<file path="src/rtl/uart_tx_arbiter_pkg.sv">
`default_nettype none
// ============================================================================
// Module      : uart_tx_arbiter_pkg
// Description : Shared types and constants for the UART transmit arbiter.
//               This holds the FSM state encodings, the default result width,
//               the default busy timeout and the frame byte-count helper.
//               The FIR wrapper uses the same definitions.
// Revision    : 1.0 - initial release
// ============================================================================
package uart_tx_arbiter_pkg;

  // Default FIR result width. The widest supported result is 40 bits.
  localparam int unsigned RES_W_DEF   = 38;
  localparam int unsigned RES_W_MAX   = 40;

  // Default number of cycles to wait for the transmitter to report busy.
  localparam int unsigned BUSY_TO_DEF = 16;

  // Transmit sequencer states.
  typedef enum logic [1:0] {
    ST_IDLE      = 2'd0,
    ST_START     = 2'd1,
    ST_WAIT_BUSY = 2'd2,
    ST_WAIT_DONE = 2'd3
  } tx_state_e;

  // Identifies the requester that received the most recent grant.
  typedef enum logic {
    GNT_S = 1'b0,
    GNT_R = 1'b1
  } gnt_src_e;

  // Returns the number of bytes in a frame for a result of width w,
  // which is w/8 rounded up.
  function automatic int unsigned nbytes_f(input int unsigned w);
    return (w + 32'd7) / 32'd8;
  endfunction

endpackage : uart_tx_arbiter_pkg
`default_nettype wire

</file>
<file path="src/rtl/uart_tx_arbiter_rr_arbiter2.sv">
`default_nettype none
// ============================================================================
// Module      : rr_arbiter2
// Description : Two-requester round-robin arbiter (R = result frame,
//               S = status byte). The grant outputs are combinational. The
//               last-grant register moves only when advance_i confirms that
//               the grant was taken. After reset the last grant is S, so R
//               wins the first tie.
// Revision    : 1.0 - initial release
// ============================================================================
module rr_arbiter2
  import uart_tx_arbiter_pkg::*;
(
  input  logic clk,
  input  logic rst_n,
  input  logic req_r_i,
  input  logic req_s_i,
  input  logic advance_i,
  output logic gnt_r_o,
  output logic gnt_s_o
);

  gnt_src_e last_q;
  gnt_src_e last_d;

  // Grant a lone requester outright. On a tie, favour the requester that
  // was not served last.
  always_comb begin
    gnt_r_o = 1'b0;
    gnt_s_o = 1'b0;
    if (req_r_i && req_s_i) begin
      if (last_q == GNT_S) begin
        gnt_r_o = 1'b1;
      end else begin
        gnt_s_o = 1'b1;
      end
    end else begin
      gnt_r_o = req_r_i;
      gnt_s_o = req_s_i;
    end
  end

  // Record the winner only when the grant is actually consumed.
  always_comb begin
    last_d = last_q;
    if (advance_i && gnt_r_o) begin
      last_d = GNT_R;
    end else if (advance_i && gnt_s_o) begin
      last_d = GNT_S;
    end
  end

  // Last-grant register.
  always_ff @(posedge clk or negedge rst_n) begin
    if (!rst_n) begin
      last_q <= GNT_S;
    end else begin
      last_q <= last_d;
    end
  end

endmodule : rr_arbiter2
`default_nettype wire

</file>
<file path="src/rtl/uart_tx_arbiter.sv">
`default_nettype none
// ============================================================================
// Module      : uart_tx_arbiter
// Description : Shares one UART transmitter between the FIR result stream
//               and a status byte source. Each result is parked in a
//               one-entry holding register, sign-extended, and sent
//               MSB byte first as an NBYTES-byte frame. Whole frames
//               alternate round-robin with single status bytes, and a frame
//               is never interleaved with a status byte. RES_W must not
//               exceed 40.
// Revision    : 1.0 - initial release
// ============================================================================
module uart_tx_arbiter
  import uart_tx_arbiter_pkg::*;
#(
  parameter int unsigned RES_W   = RES_W_DEF,
  parameter int unsigned NBYTES  = nbytes_f(RES_W),
  parameter int unsigned BUSY_TO = BUSY_TO_DEF
) (
  input  logic             clk,
  input  logic             rst,
  input  logic             res_valid,
  input  logic [RES_W-1:0] res_data,
  input  logic             stat_valid,
  input  logic [7:0]       stat_data,
  output logic             stat_ready,
  input  logic             tx_busy,
  output logic             tx_start,
  output logic [7:0]       tx_data,
  output logic             overflow,
  output logic             frame_active
);

  localparam int unsigned FRAME_W = 8 * NBYTES;
  localparam int unsigned IDX_W   = (NBYTES > 1) ? $clog2(NBYTES) : 1;
  localparam int unsigned CNT_W   = (BUSY_TO > 1) ? $clog2(BUSY_TO) : 1;
  localparam logic [IDX_W-1:0] LAST_IDX = IDX_W'(NBYTES - 1);
  localparam logic [CNT_W-1:0] TO_LAST  = CNT_W'(BUSY_TO - 1);

  // Sequencer state.
  tx_state_e        state_q, state_d;
  logic [IDX_W-1:0] idx_q,   idx_d;
  logic [CNT_W-1:0] cnt_q,   cnt_d;
  logic [7:0]       tx_data_q, tx_data_d;
  logic             cur_r_q, cur_r_d;

  // Holding register and sticky drop flag.
  logic             hold_full_q, hold_full_d;
  logic [RES_W-1:0] hold_data_q, hold_data_d;
  logic             overflow_q,  overflow_d;

  // Combinational helpers.
  logic               w_req_r;
  logic               w_req_s;
  logic               w_gnt_r;
  logic               w_gnt_s;
  logic               w_advance;
  logic               w_free;
  logic               w_take;
  logic               w_drop;
  logic [FRAME_W-1:0] w_frame;
  logic [7:0]         w_bytes [NBYTES];
  logic [IDX_W-1:0]   w_sel_idx;
  logic [7:0]         w_sel_byte;

  // Arbitration happens only while idle with the transmitter free. Gating
  // the requests here keeps the arbiter from granting mid-frame.
  assign w_req_r = hold_full_q && (state_q == ST_IDLE) && !tx_busy;
  assign w_req_s = stat_valid  && (state_q == ST_IDLE) && !tx_busy;

  rr_arbiter2 u_rr_arbiter2 (
    .clk       (clk),
    .rst_n     (rst),
    .req_r_i   (w_req_r),
    .req_s_i   (w_req_s),
    .advance_i (w_advance),
    .gnt_r_o   (w_gnt_r),
    .gnt_s_o   (w_gnt_s)
  );

  // Sign-extend the held result to a whole number of bytes.
  if (FRAME_W > RES_W) begin : g_sext
    assign w_frame = {{(FRAME_W - RES_W){hold_data_q[RES_W-1]}}, hold_data_q};
  end else begin : g_noext
    assign w_frame = hold_data_q;
  end

  // Byte k of the frame is taken MSB first: byte 0 is the top byte.
  for (genvar g = 0; g < NBYTES; g++) begin : g_bytes
    assign w_bytes[g] = w_frame[8*(NBYTES-1-g) +: 8];
  end

  // The serializer picks byte 0 when a frame is granted. Between bytes it
  // picks the byte after the current one. Out-of-range values at the end of
  // the frame are never loaded.
  assign w_sel_idx  = (state_q == ST_WAIT_DONE) ? idx_q + 1'b1 : '0;
  assign w_sel_byte = w_bytes[w_sel_idx];

  // Next-state, byte loading and frame bookkeeping for the sequencer.
  always_comb begin
    state_d   = state_q;
    idx_d     = idx_q;
    cnt_d     = cnt_q;
    tx_data_d = tx_data_q;
    cur_r_d   = cur_r_q;
    w_advance = 1'b0;
    w_free    = 1'b0;
    case (state_q)
      ST_IDLE: begin
        if (w_gnt_r || w_gnt_s) begin
          w_advance = 1'b1;
          state_d   = ST_START;
          idx_d     = '0;
          cur_r_d   = w_gnt_r;
          tx_data_d = w_gnt_r ? w_sel_byte : stat_data;
        end
      end
      ST_START: begin
        state_d = ST_WAIT_BUSY;
        cnt_d   = '0;
      end
      ST_WAIT_BUSY: begin
        // A transmitter that never reports busy is treated as having sent
        // the byte, so one missing busy pulse cannot stall a frame.
        if (tx_busy || (cnt_q == TO_LAST)) begin
          state_d = ST_WAIT_DONE;
        end else begin
          cnt_d = cnt_q + 1'b1;
        end
      end
      ST_WAIT_DONE: begin
        if (!tx_busy) begin
          if (cur_r_q && (idx_q != LAST_IDX)) begin
            idx_d     = idx_q + 1'b1;
            tx_data_d = w_sel_byte;
            state_d   = ST_START;
          end else begin
            idx_d   = '0;
            w_free  = cur_r_q;
            state_d = ST_IDLE;
          end
        end
      end
      default: begin
        state_d = ST_IDLE;
      end
    endcase
  end

  // A result capture is allowed into an empty register, or into one that is
  // being freed in this same cycle. Otherwise the incoming word is lost.
  assign w_take = res_valid && (!hold_full_q || w_free);
  assign w_drop = res_valid &&  hold_full_q && !w_free;

  // Holding register occupancy, capture and sticky overflow.
  always_comb begin
    hold_full_d = hold_full_q;
    hold_data_d = hold_data_q;
    overflow_d  = overflow_q | w_drop;
    if (w_free) begin
      hold_full_d = 1'b0;
    end
    if (w_take) begin
      hold_full_d = 1'b1;
      hold_data_d = res_data;
    end
  end

  // Sequencer registers.
  always_ff @(posedge clk or negedge rst) begin
    if (!rst) begin
      state_q   <= ST_IDLE;
      idx_q     <= '0;
      cnt_q     <= '0;
      tx_data_q <= 8'h00;
      cur_r_q   <= 1'b0;
    end else begin
      state_q   <= state_d;
      idx_q     <= idx_d;
      cnt_q     <= cnt_d;
      tx_data_q <= tx_data_d;
      cur_r_q   <= cur_r_d;
    end
  end

  // Holding register and overflow flag.
  always_ff @(posedge clk or negedge rst) begin
    if (!rst) begin
      hold_full_q <= 1'b0;
      hold_data_q <= '0;
      overflow_q  <= 1'b0;
    end else begin
      hold_full_q <= hold_full_d;
      hold_data_q <= hold_data_d;
      overflow_q  <= overflow_d;
    end
  end

  // The grant-cycle outputs are combinational. They are qualified with the
  // reset so that they drop in the same cycle the reset is asserted.
  assign tx_start     = (state_q == ST_START);
  assign tx_data      = tx_data_q;
  assign overflow     = overflow_q;
  assign stat_ready   = rst & w_gnt_s;
  assign frame_active = rst & (((state_q != ST_IDLE) && cur_r_q) || w_gnt_r);

endmodule : uart_tx_arbiter
`default_nettype wire

</file>
<file path="config.mk">
export PLATFORM = sky130hd
export DESIGN_NAME = uart_tx_arbiter
export DESIGN_NICKNAME = d
export VERILOG_FILES = /design/src/rtl/uart_tx_arbiter_pkg.sv /design/src/rtl/uart_tx_arbiter_rr_arbiter2.sv /design/src/rtl/uart_tx_arbiter.sv
export SDC_FILE = /design/constraint.sdc
export NUM_CORES = 1
export LEC_CHECK = 0
export BUFFER_PORTS_ARGS = -buffer_cell sky130_fd_sc_hd__buf_4
export CAP_MARGIN = 20
export CORE_MARGIN = 10
export CORE_UTILIZATION = 59
export DETAILED_ROUTE_END_ITERATION = 16
export GPL_ROUTABILITY_DRIVEN = 1
export GPL_TIMING_DRIVEN = 1
export PLACE_DENSITY = 0.89
export SLEW_MARGIN = 20
export SYNTH_ARGS = -nofsm -noshare
export SYNTH_HDL_FRONTEND = slang
export SYNTH_SLANG_ARGS = --single-unit
export TNS_END_PERCENT = 5
</file>
<file path="constraint.sdc">
create_clock -name clk -period 6.6 [get_ports clk]
set_clock_uncertainty 0.15 [all_clocks]
set_input_delay 0 -clock clk [delete_from_list [all_inputs] [get_ports clk]]
set_output_delay 0 -clock clk [all_outputs]
set_load 0.1 [all_outputs]
</file>
## Word level (Yosys, flattened, before mapping)

Cells that the tools add are included.

- Register bits: 59
- Logic and storage cells: 89
- Bits of input ports: 51
- Output and inout port bits: 12

- Multiplexer cells: 33
- Add/sub/neg operators: 2
- Bitwise gates (word level): 4
- Order comparisons: 1
- Reductions and logical operators: 30
- Eq/ne operators: 10

Operators with widths:

| operator | number |
|---|---|
| 8-bit 2-to-1 mux | 6 |
| 8-bit binary-select mux with 3-bit select | 1 |
| 8-bit one-hot mux with 2 select lines | 1 |
| 1-bit 2-to-1 mux | 14 |
| 1-bit logical AND | 12 |
| 3-bit 2-to-1 mux | 4 |
| 2-bit nonzero test | 5 |
| 2-bit one-hot mux with 4 select lines | 1 |
| 4-bit one-hot mux with 2 select lines | 1 |
| 2-bit 2-to-1 mux | 3 |
| 2-bit != test (second input constant) | 3 |
| 3-bit one-hot mux with 2 select lines | 1 |
| 3-bit AND reduction | 2 |
| 4-bit by 1-bit adder with 4-bit output (second input constant) | 1 |
| 2-bit == test (second input constant) | 2 |
| 4-bit == test (second input constant) | 1 |
| 4-bit greater-or-equal comparator (second input constant) | 1 |
| 1-bit logical OR | 4 |
| 4-bit 2-to-1 mux | 1 |
| 2-bit by 1-bit != test with 1-bit output (second input constant) | 2 |
| 3-bit NOT with 4-bit output | 1 |
| 2-bit AND reduction | 2 |
| 4-bit AND reduction | 1 |
| 3-bit by 1-bit adder with 3-bit output (second input constant) | 1 |
| other kinds (6) | 9 |

## Depth between registers and ports, before layout

Gate-level depths: netlist of the first run.

- Word-level depth: 11
- Mapped depth: 8
- Gate-level depth less buffers: 7

## Modules after synthesis

Synthesis of the first run repeated with hierarchy kept, for this count alone.

- Cell total of the unflattened synthesis: 270
- Area, all modules: 3074.2 sq um

Modules (own cells, without submodules):

| module | area an instance (sq um) | cells each | seq. area each (sq um) | times used |
|---|---|---|---|---|
| uart_tx_arbiter | 3019.1 | 264 | 1451.4 | 1 |
| rr_arbiter2 | 55.1 | 6 | 25.0 | 1 |

## Worst setup path after synthesis of the first run

No wires, ideal clock.

- Path type: reg-to-output
- Start point: reg state_q[0]
- End point: out frame_active
- Data required time: 6.450 ns
- Setup slack: 3.143 ns
- Path buffers: 0
- Arrival: 3.307 ns
- Stages on the path, launching flop included: 6
- Cell sequence: dfrtp_1 inv_1 ha_1 nor2b_2 nand3_1 a21boi_0

- Word-level cells in the longest chain between the ends: 7
- Elaborated cells on any way between the ends: 11
- Those cells by class: 1 x mux; 1 x bitwise; 9 x reduce/logical

Ends and longest elaborated chain:

| item | line | RTL |
|---|---|---|
| from (decl) | uart_tx_arbiter.sv:41 | `tx_state_e state_q, state_d;` |
| from (signal assigned) | uart_tx_arbiter.sv:178 | `state_q <= state_d;` |
| 2-bit logical NOT | uart_tx_arbiter.sv:68, uart_tx_arbiter.sv:69 |  |
| 1-bit logical AND, on equally long branches (2 in a row) | uart_tx_arbiter.sv:68, uart_tx_arbiter.sv:69 |  |
| 1-bit logical AND | uart_tx_arbiter_rr_arbiter2.sv:31 | `if (req_r_i && req_s_i) begin` |
| 1-bit 2-to-1 mux | uart_tx_arbiter_rr_arbiter2.sv:31 |  |
| 1-bit logical OR (*) | uart_tx_arbiter.sv:205 | `assign frame_active = rst & (((state_q != ST_IDLE) && cur_r_q) \|\| w_gnt_r);` |
| 1-bit bitwise AND (*) | uart_tx_arbiter.sv:205 |  |
| to (decl) | uart_tx_arbiter.sv:31 | `output logic frame_active` |

Every way passes the cells marked *; elsewhere a longest branch is shown, timed or not.

## Worst setup path after layout of the first run

- Start point: reg idx_q[0]
- End point: reg tx_data_q[2] (netlist: tx_data[2])

- Word-level cells in the longest chain between the ends: 9
- Elaborated cells on any way between the ends: 15
- Those cells by class: 1 x add/sub; 2 x eq/ne; 9 x mux; 1 x bitwise; 2 x reduce/logical

Ends and longest elaborated chain:

| item | line | RTL |
|---|---|---|
| from (decl) | uart_tx_arbiter.sv:42 | `logic [IDX_W-1:0] idx_q, idx_d;` |
| from (signal assigned) | uart_tx_arbiter.sv:179 | `idx_q <= idx_d;` |
| 3-bit by 1-bit adder with 3-bit output | uart_tx_arbiter.sv:96 | `assign w_sel_idx = (state_q == ST_WAIT_DONE) ? idx_q + 1'b1 : '0;` |
| 3-bit 2-to-1 mux | uart_tx_arbiter.sv:96 |  |
| 3-bit NOT with 4-bit output (implied by the code) | uart_tx_arbiter.sv:97 | `assign w_sel_byte = w_bytes[w_sel_idx];` |
| 8-bit binary-select mux with 3-bit select | uart_tx_arbiter.sv:97 |  |
| 8-bit 2-to-1 mux (implied by the code) (2 in a row) | uart_tx_arbiter.sv:97 |  |
| 8-bit 2-to-1 mux, on equally long branches | uart_tx_arbiter.sv:133, uart_tx_arbiter.sv:115 |  |
| 8-bit 2-to-1 mux, on equally long branches | uart_tx_arbiter.sv:132, uart_tx_arbiter.sv:110 |  |
| 8-bit one-hot mux with 2 select lines | uart_tx_arbiter.sv:108 | `case (state_q)` |
| to (signal assigned) | uart_tx_arbiter.sv:181 | `tx_data_q <= tx_data_d;` |
| to (decl) | uart_tx_arbiter.sv:44 | `logic [7:0] tx_data_q, tx_data_d;` |

Several ways; a longest one is shown, not always the timed one. The select of a mux whose other input is x is not followed.
A chain may end at the register's enable or synchronous reset.

==> metrics.md, run 1 <==
| Metric | Value |
|---|---|
| Mapped Nets | about 320 |
| Top_reg_cell synth | dfrtp_1 |
| Power per cell area | 376 mW/mm^2 |
| CTS Buf Count | 9 |
| Setup slack, reg-to-reg | about 3.5 ns |
| Worst-margin pin slew | ~0.95 ns |
| Post-synth EDFFs | 0 |
| Syn Std Cell Area | between 0.003 and 0.004 mm^2 |
| Fin. max-slew vios | 0 |
| Largest net degree at the start of global routing | 62 |
| # DRC | 0 |
| CTS tree | built |
| Final WS setup | 3.52 ns |
| Clock transition at path regs | approximately 0.07 ns |
| Mean Syn Cell Area | between 10 and 15 um^2 |
| Worst R2R End | tx_data[2]$_DFFE_PN0P_ |
| Max VDD drop | 0.000278 V |
| GRT Resource Usage Total | 0.225 |
| Worst endpoint required time | ~6.7 ns |
| Port bufs | 62 |
| Fin crit period | ~3 ns |
| Area of the core | roughly 0.0048 mm^2 |
| Yosys reg bits | between 50 and 60 |
| Area Overhead vs Synth | 39.6% |
| Clk Latency, worst-skew pair | between 0.3 and 0.4 ns |
| Unrepaired setup endpoints after global routing | false |
| Initial Utilization | 0.624 |
| Synth Area in Simple Gates | 0.108 |
| Netlist cell types | 43 |
| Setup TNS | 0 ns |
| Drt first pass iters | 5 |
| R2R depth | 7 |
| Post-DP HPWL | 5210 um |
| Routed Antenna Nets | 0 |
| Initial antenna violation count | 0 |
| Seq/Total Area, Yosys | 0.488 |
| Final setup viols | 0 |
| Final wirelength | around 9300 um |
| RR Startpoint | idx_q[0]$_DFFE_PN0P_ |
| Share of cells above drive strength 1 | 0.303 |
| H-tree depth | 3 |
| Root buffer cell | clkbuf_8 |
| Worst Path Max Fanout | 15 |
| CP arrival | about 3.2 ns |
| Routed len/inst | approximately 21 um |
| FMAX | 0.325 GHz |
| Global-route wire length before repair | ~15000 um |
| Post-synthesis adder-cell area fraction | 0.0331 |
| Crit share post-route | 0.466 |
| GP Congestion | 0.837 |
| Iteration-0 DRC count of the detailed router | ~430 |
| Vias in the first global route | ~2800 |
| Largest family of logic cells by synthesized area | multiplexers |
| Crit. End Element | flop |
| CP Class | flop to flop |
| Synth Area in XOR/XNOR | 0.00538 |
| DR vias/cell | 6.02 |
| Placed instance count | between 300 and 400 |
| Final std cells w/o fill | ~440 |
| Die area | around 0.0084 mm^2 |
| Ys async rst share | 1.00 |
| Hold Crit Class | primary input to async pin |
| Final Hold Fails | 0 |
| Syn. warnings | 0 |
| Status | completed |
| Clock Sinks | 59 |
| Die W | a little over 90 um |
| Synth Instances | 256 |
| Resized Gates After CTS | 0 |
| Total gr overflow | 0 |
| Core Rows | 25 |
| Dpl ws | around 3.7 ns |
| Die Ht | ~92 um |
| Leakage | roughly 0.0019 uW |
| Inserted Diodes | 0 |
| Vias | between 2000 and 3000 |
| Final nets | about 430 |
| Max-cap violations | 0 |
| Ports | between 60 and 70 |
| Synth Area in Compound Gates | 0.140 |
| Post-synthesis mux area share | 0.190 |
| Tot Pwr | around 1600 uW |
| CTS Buffer Depth | 2 |
| Max transition margin | 0.364 |
| CP Launch Type | flop |
logic make-up (layout without fill, tap and decap cells):
logic type / Yosys count / count (layout)
adder cells (fa/ha/maj): 8 / 8
flip-flops: 59 / 59
AND/OR/NAND/NOR: 62 / 62
multiplexers: 52 / 52
AO/OA/AOI/OAI: 56 / 56
buffers and inverters: 18 / 138
XOR/XNOR: 1 / 1
flip-flops by register name (all words and copies together), names as in the netlist:
signal / count
hold_data_q: 38
tx_data: 8
cnt_q: 4
idx_q: 3
state_q: 2
cur_r_q: 1
hold_full_q: 1
overflow: 1
u_rr_arbiter2.last_q: 1
metrics by stage:
stage,cell area [um^2],util,hold WS (ns)
global route,4220,0.870,0.190
CTS,4220,0.870,0.153
global placement,3510,0.723,-0.0414
detailed placement,3510,0.723,-0.0388
finish,4220,0.870,0.121
floorplan,3020,-,-0.446
worst max path at each step:
stage                      startpoint                endpoint  slack (ns)  cells past startpoint
5_1_grt          idx_q[0]$_DFFE_PN0P_  tx_data[7]$_DFFE_PN0P_        3.42                      6
3_3_place_gp     idx_q[0]$_DFFE_PN0P_  tx_data[0]$_DFFE_PN0P_        3.92                      7
2_1_floorplan  state_q[0]$_DFFE_PN0P_            frame_active        3.14                      5
6_report         idx_q[0]$_DFFE_PN0P_  tx_data[2]$_DFFE_PN0P_        3.52                      7
4_1_cts          idx_q[0]$_DFFE_PN0P_  tx_data[2]$_DFFE_PN0P_        3.62                      7
3_5_place_dp     idx_q[0]$_DFFE_PN0P_  tx_data[0]$_DFFE_PN0P_        3.72                      7
worst max-delay path, cell delays in order, from the launching register on:
cell and delay (ns):
dfrtp_1 0.72, clkinv_1 0.40, ha_1 0.54, nand2b_1 0.26, nor3b_4 0.39, a21oi_1 0.14, o21a_1 0.15, o31ai_2 0.24
placed cells by master, fill, tap and decap left out, types with 2 or more instances in the layout:
| cell | netlist | routed |
|---|---|---|
| ha_1 | 8 | 8 |
| nor4b_1 | 3 | 3 |
| dfrtp_1 | 59 | 59 |
| o2bb2ai_1 | 4 | 4 |
| mux2_1 | 20 | 20 |
| o21a_1 | 5 | 5 |
| nand2_1 | 22 | 22 |
| clkbuf_1 | 0 | 2 |
| o22ai_1 | 5 | 5 |
| mux2i_1 | 8 | 8 |
| nand2b_1 | 5 | 5 |
| inv_1 | 7 | 7 |
| a21oi_1 | 10 | 10 |
| a221oi_1 | 3 | 3 |
| o31ai_2 | 5 | 5 |
| o21ai_0 | 6 | 6 |
| nor2b_1 | 2 | 2 |
| dlygate4sd3_1 | 0 | 52 |
| a31oi_1 | 4 | 4 |
| o31ai_1 | 5 | 5 |
| mux2_2 | 24 | 24 |
| nor2_1 | 13 | 13 |
| clkbuf_8 | 0 | 11 |
| buf_4 | 0 | 63 |
| nand3_1 | 9 | 9 |
cell type report:
cell class | count | area [um^2]
Clock buffer | 13 | 159
Clock inverter | 2 | 35.0
Fill cell | 206 | 628
Inverter | 8 | 30.0
Multi-Input combinational cell | 179 | 1440
Sequential cell | 59 | 1480
Tap cell | 67 | 83.8
Timing Repair Buffer | 115 | 993
layer usage:
metal  track usage  part of all wire
met5             0                 0
met4        0.0953             0.040
met3        0.0749             0.085
met2         0.367              0.47
met1         0.265              0.40
what timing repair did:
item / CTS / global route
hold endpoints to repair: 114 / 0
hold buffers: 52 / 0
buffers inserted: 0 / 0
synthesized netlist by cell type (2+ instances only):
cell | count | area [um^2]
buf_6 | 4 | 45.0
nand2_1 | 22 | 82.6
a221oi_1 | 3 | 26.3
o21ai_0 | 6 | 30.0
nor4b_1 | 3 | 26.3
o2bb2ai_1 | 4 | 35.0
mux2i_1 | 8 | 80.1
a21oi_1 | 10 | 50.1
o22ai_1 | 5 | 31.3
mux2_1 | 20 | 225
o31ai_2 | 5 | 62.6
nand3_1 | 9 | 45.0
inv_1 | 7 | 26.3
mux2_2 | 24 | 270
a31oi_1 | 4 | 25.0
o31ai_1 | 5 | 37.5
dfrtp_1 | 59 | 1480
nor2_1 | 13 | 48.8
ha_1 | 8 | 100
o21a_1 | 5 | 37.5
buf_2 | 5 | 25.0
nand2b_1 | 5 | 31.3
nor2b_1 | 2 | 12.5
where the power goes:
group          switching, uW  internal, uW
logic                    497           253
registers               68.9           436
clock network            140           193
Power figures use the tool's default switching activity.
==> inputs of run 2 (changes only) <==
Settings changed: CORE_UTILIZATION 59 to 49, PLACE_DENSITY 0.89 to 0.8.
Clock period 6.6 ns to 2.8 ns, I/O delays scaled along.
==> metrics.md, run 2 (synthesized netlist as in run 1, its figures left out) <==
| Metric | Value |
|---|---|
| Status | completed |
| Post-DP HPWL | 5230 um (+0.37%) |
| Crit. End Element | flop |
| H-tree depth | 3 (unchanged) |
| Area Overhead vs Synth | 41.7% |
| CP Class | flop to flop |
| Buf+Inv Stages, Crit Path | 1 (unchanged) |
| Postcts setup bufs | 0 (unchanged) |
| Routed Antenna Nets | 0 (unchanged) |
| Largest net degree at the start of global routing | 43 (-31%) |
| Critical path's slowest cell | ha_1 |
| Vias | 2425 (-9.0%) |
| Final nets | 435 (+0.93%) |
| # DRC | 0 (unchanged) |
| CP top delay family | simple AND/OR/NAND/NOR gates |
| FMAX | 0.430 GHz (+32%) |
| Clk Latency, worst-skew pair | 0.34 ns (about the same) |
| Max stage delay on crit path | 0.48 ns (-0.24 ns) |
| Port bufs | 62 (unchanged) |
| CTS Buf Count | 9 (unchanged) |
| Setup TNS | 0 ns (unchanged) |
| Hold Crit Class | primary input to async pin |
| Initial Utilization | 0.508 (-0.116) |
| Post-Place Cell Area | 0.00354 mm^2 (+0.93%) |
| Die W | 98.6 um (+7.6%) |
| Iteration-0 DRC count of the detailed router | 156 (-63%) |
| Clock Sinks | 59 (unchanged) |
| Max VDD drop | 0.000498 V (+79%) |
| Vias in the first global route | 2475 (-12%) |
| Routed len/inst | 16.7 um (-20%) |
| Max-cap violations | 0 (unchanged) |
| CTS Buffer Depth | 2 (unchanged) |
| GP Congestion | 0.788 (-5.8%) |
| Final wirelength | 7600 um (-18%) |
| CP Launch Type | flop |
| CTS tree | built |
| Dpl ws | 0.502 ns (-3.22 ns) |
| Biggest register | hold_data_q |
| Hold Worst Slack | 0.163 ns (+0.0419 ns) |
| Worst Path Max Fanout | 10 (-5) |
| Fin crit period | 2.33 ns (-0.751 ns) |
| Power per cell area | 869 mW/mm^2 (+130%) |
| DR vias/cell | 5.32 (-12%) |
| Commonest cells after routing, fill and taps aside | buf_4, dfrtp_1, dlygate4sd3_1 |
| Flip-flop count of the largest register after layout | 38 (unchanged) |
| Fin. max-slew vios | 0 (unchanged) |
| Final setup viols | 0 (unchanged) |
| Final Hold Fails | 0 (unchanged) |
| Core Rows | 28 (+12%) |
| Ports | 63 (unchanged) |
| Global-route wire length before repair | 12500 um (-17%) |
| Post-Layout Inst Area | 0.00429 mm^2 (+1.6%) |
| Area of the core | 0.00596 mm^2 (+23%) |
| Max transition margin | 0.487 (+0.123) |
| Leakage | 0.00196 uW (+1.5%) |
| Worst endpoint required time | 2.90 ns (-3.79 ns) |
| Worst path cell trace | clkinv_1, ha_1, nand2b_1, nor3b_4, a21oi_1, o21a_1, o31ai_2 |
| Final std cells w/o fill | 456 (+2.9%) |
| Placed instance count | 387 (+2.9%) |
| CP Launch Point | idx_q[0]$_DFFE_PN0P_ |
| Die Ht | 98.6 um (+7.6%) |
| Final WS setup | 0.472 ns (-3.05 ns) |
| Drt first pass iters | 4 (-1) |
| Initial antenna violation count | 1 (+1) |
| Crit share post-route | 0.831 (+0.365) |
| GRT Resource Usage Total | 0.157 (-0.0680) |
| Root buffer cell | clkbuf_8 |
| Unrepaired setup endpoints after global routing | false |
| Worst-margin pin slew | 0.766 ns (-0.187 ns) |
| Share of cells above drive strength 1 | 0.313 (+0.00997) |
| Filler Cell Count | 415 (+100%) |
| RR Startpoint | idx_q[0]$_DFFE_PN0P_ |
| Die area | 0.00971 mm^2 (+16%) |
| Commonest non-fill, non-tap cell in the layout | buf_4 |
| CP arrival | 2.42 ns (-0.75 ns) |
| Clock transition at path regs | 0.07 ns (about the same) |
| Total gr overflow | 0 (unchanged) |
-- run 2: changes by cell type in the layout (fill, tap and decap cells not counted) --
cell / previous run / this run
buf_4: 63 / 66
clkbuf_1: 2 / 0
a21boi_0: 1 / 0
a21boi_1: 0 / 1
bufinv_16: 1 / 2
clkbuf_8: 11 / 10
clkinv_2: 1 / 2
clkinvlp_4: 0 / 1
diode_2: 0 / 1
dlygate4sd3_1: 52 / 53
-- run 2: path summary, 6_finish.rpt --
kind,endpoint,slack [ns],cells after the start
setup / recovery,tx_data[3]$_DFFE_PN0P_,0.47,7
hold / removal,hold_data_q[18]$_DFFE_PN0P_,0.16,3
setup reg to reg,tx_data[3]$_DFFE_PN0P_,0.47,7
hold reg to reg,overflow$_DFF_PN0_,0.34,1
max in group asynchronous,tx_data[2]$_DFFE_PN0P_,1.32,3
min in group clk,hold_data_q[8]$_DFFE_PN0P_,0.26,3
-- run 2: metal layers --
| layer | wire (um) | GRT usage |
|---|---|---|
| met1 | 3390 | 0.203 |
| met2 | 3610 | 0.239 |
| met3 | 402 | 0.0384 |
| met4 | 202 | 0.0827 |
| met5 | 0 | 0 |
-- run 2: power breakdown --
group	switching [uW]	internal, uW
registers	128	1030
clock network	335	517
logic	1110	603
-- run 2: timing repair --
item | in CTS | in global routing
gates resized for setup | 0 | 0
endpoints found under the hold margin | 114 | 0
hold buffers | 53 | 0
-- run 2: layout make-up --
class | count | area, um^2 | area share
sequential | 59 | 1480 | 0.344
multi-input combinational | 179 | 1440 | 0.337
timing repair buffer | 119 | 1030 | 0.239
clock buffer | 10 | 138 | 0.0321
tap | 75 | 93.8 | 0.0219
clock inverter | 5 | 77.6 | 0.0181
inverter | 8 | 30.0 | 0.00701
antenna | 1 | 2.50 | 0.000584
-- run 2: stage by stage --
step	total power, uW	util
2_1_floorplan	2450	-
3_3_place_gp	2760	0.594
3_5_place_dp	2810	0.594
4_1_cts	3730	0.719
5_1_grt	3920	0.720
6_report	3720	0.720
-- run 2: tightest hold or removal path, stage by stage --
cell,delay [ns]
dlygate4sd3_1,0.52
buf_4,0.13
buf_4,0.45
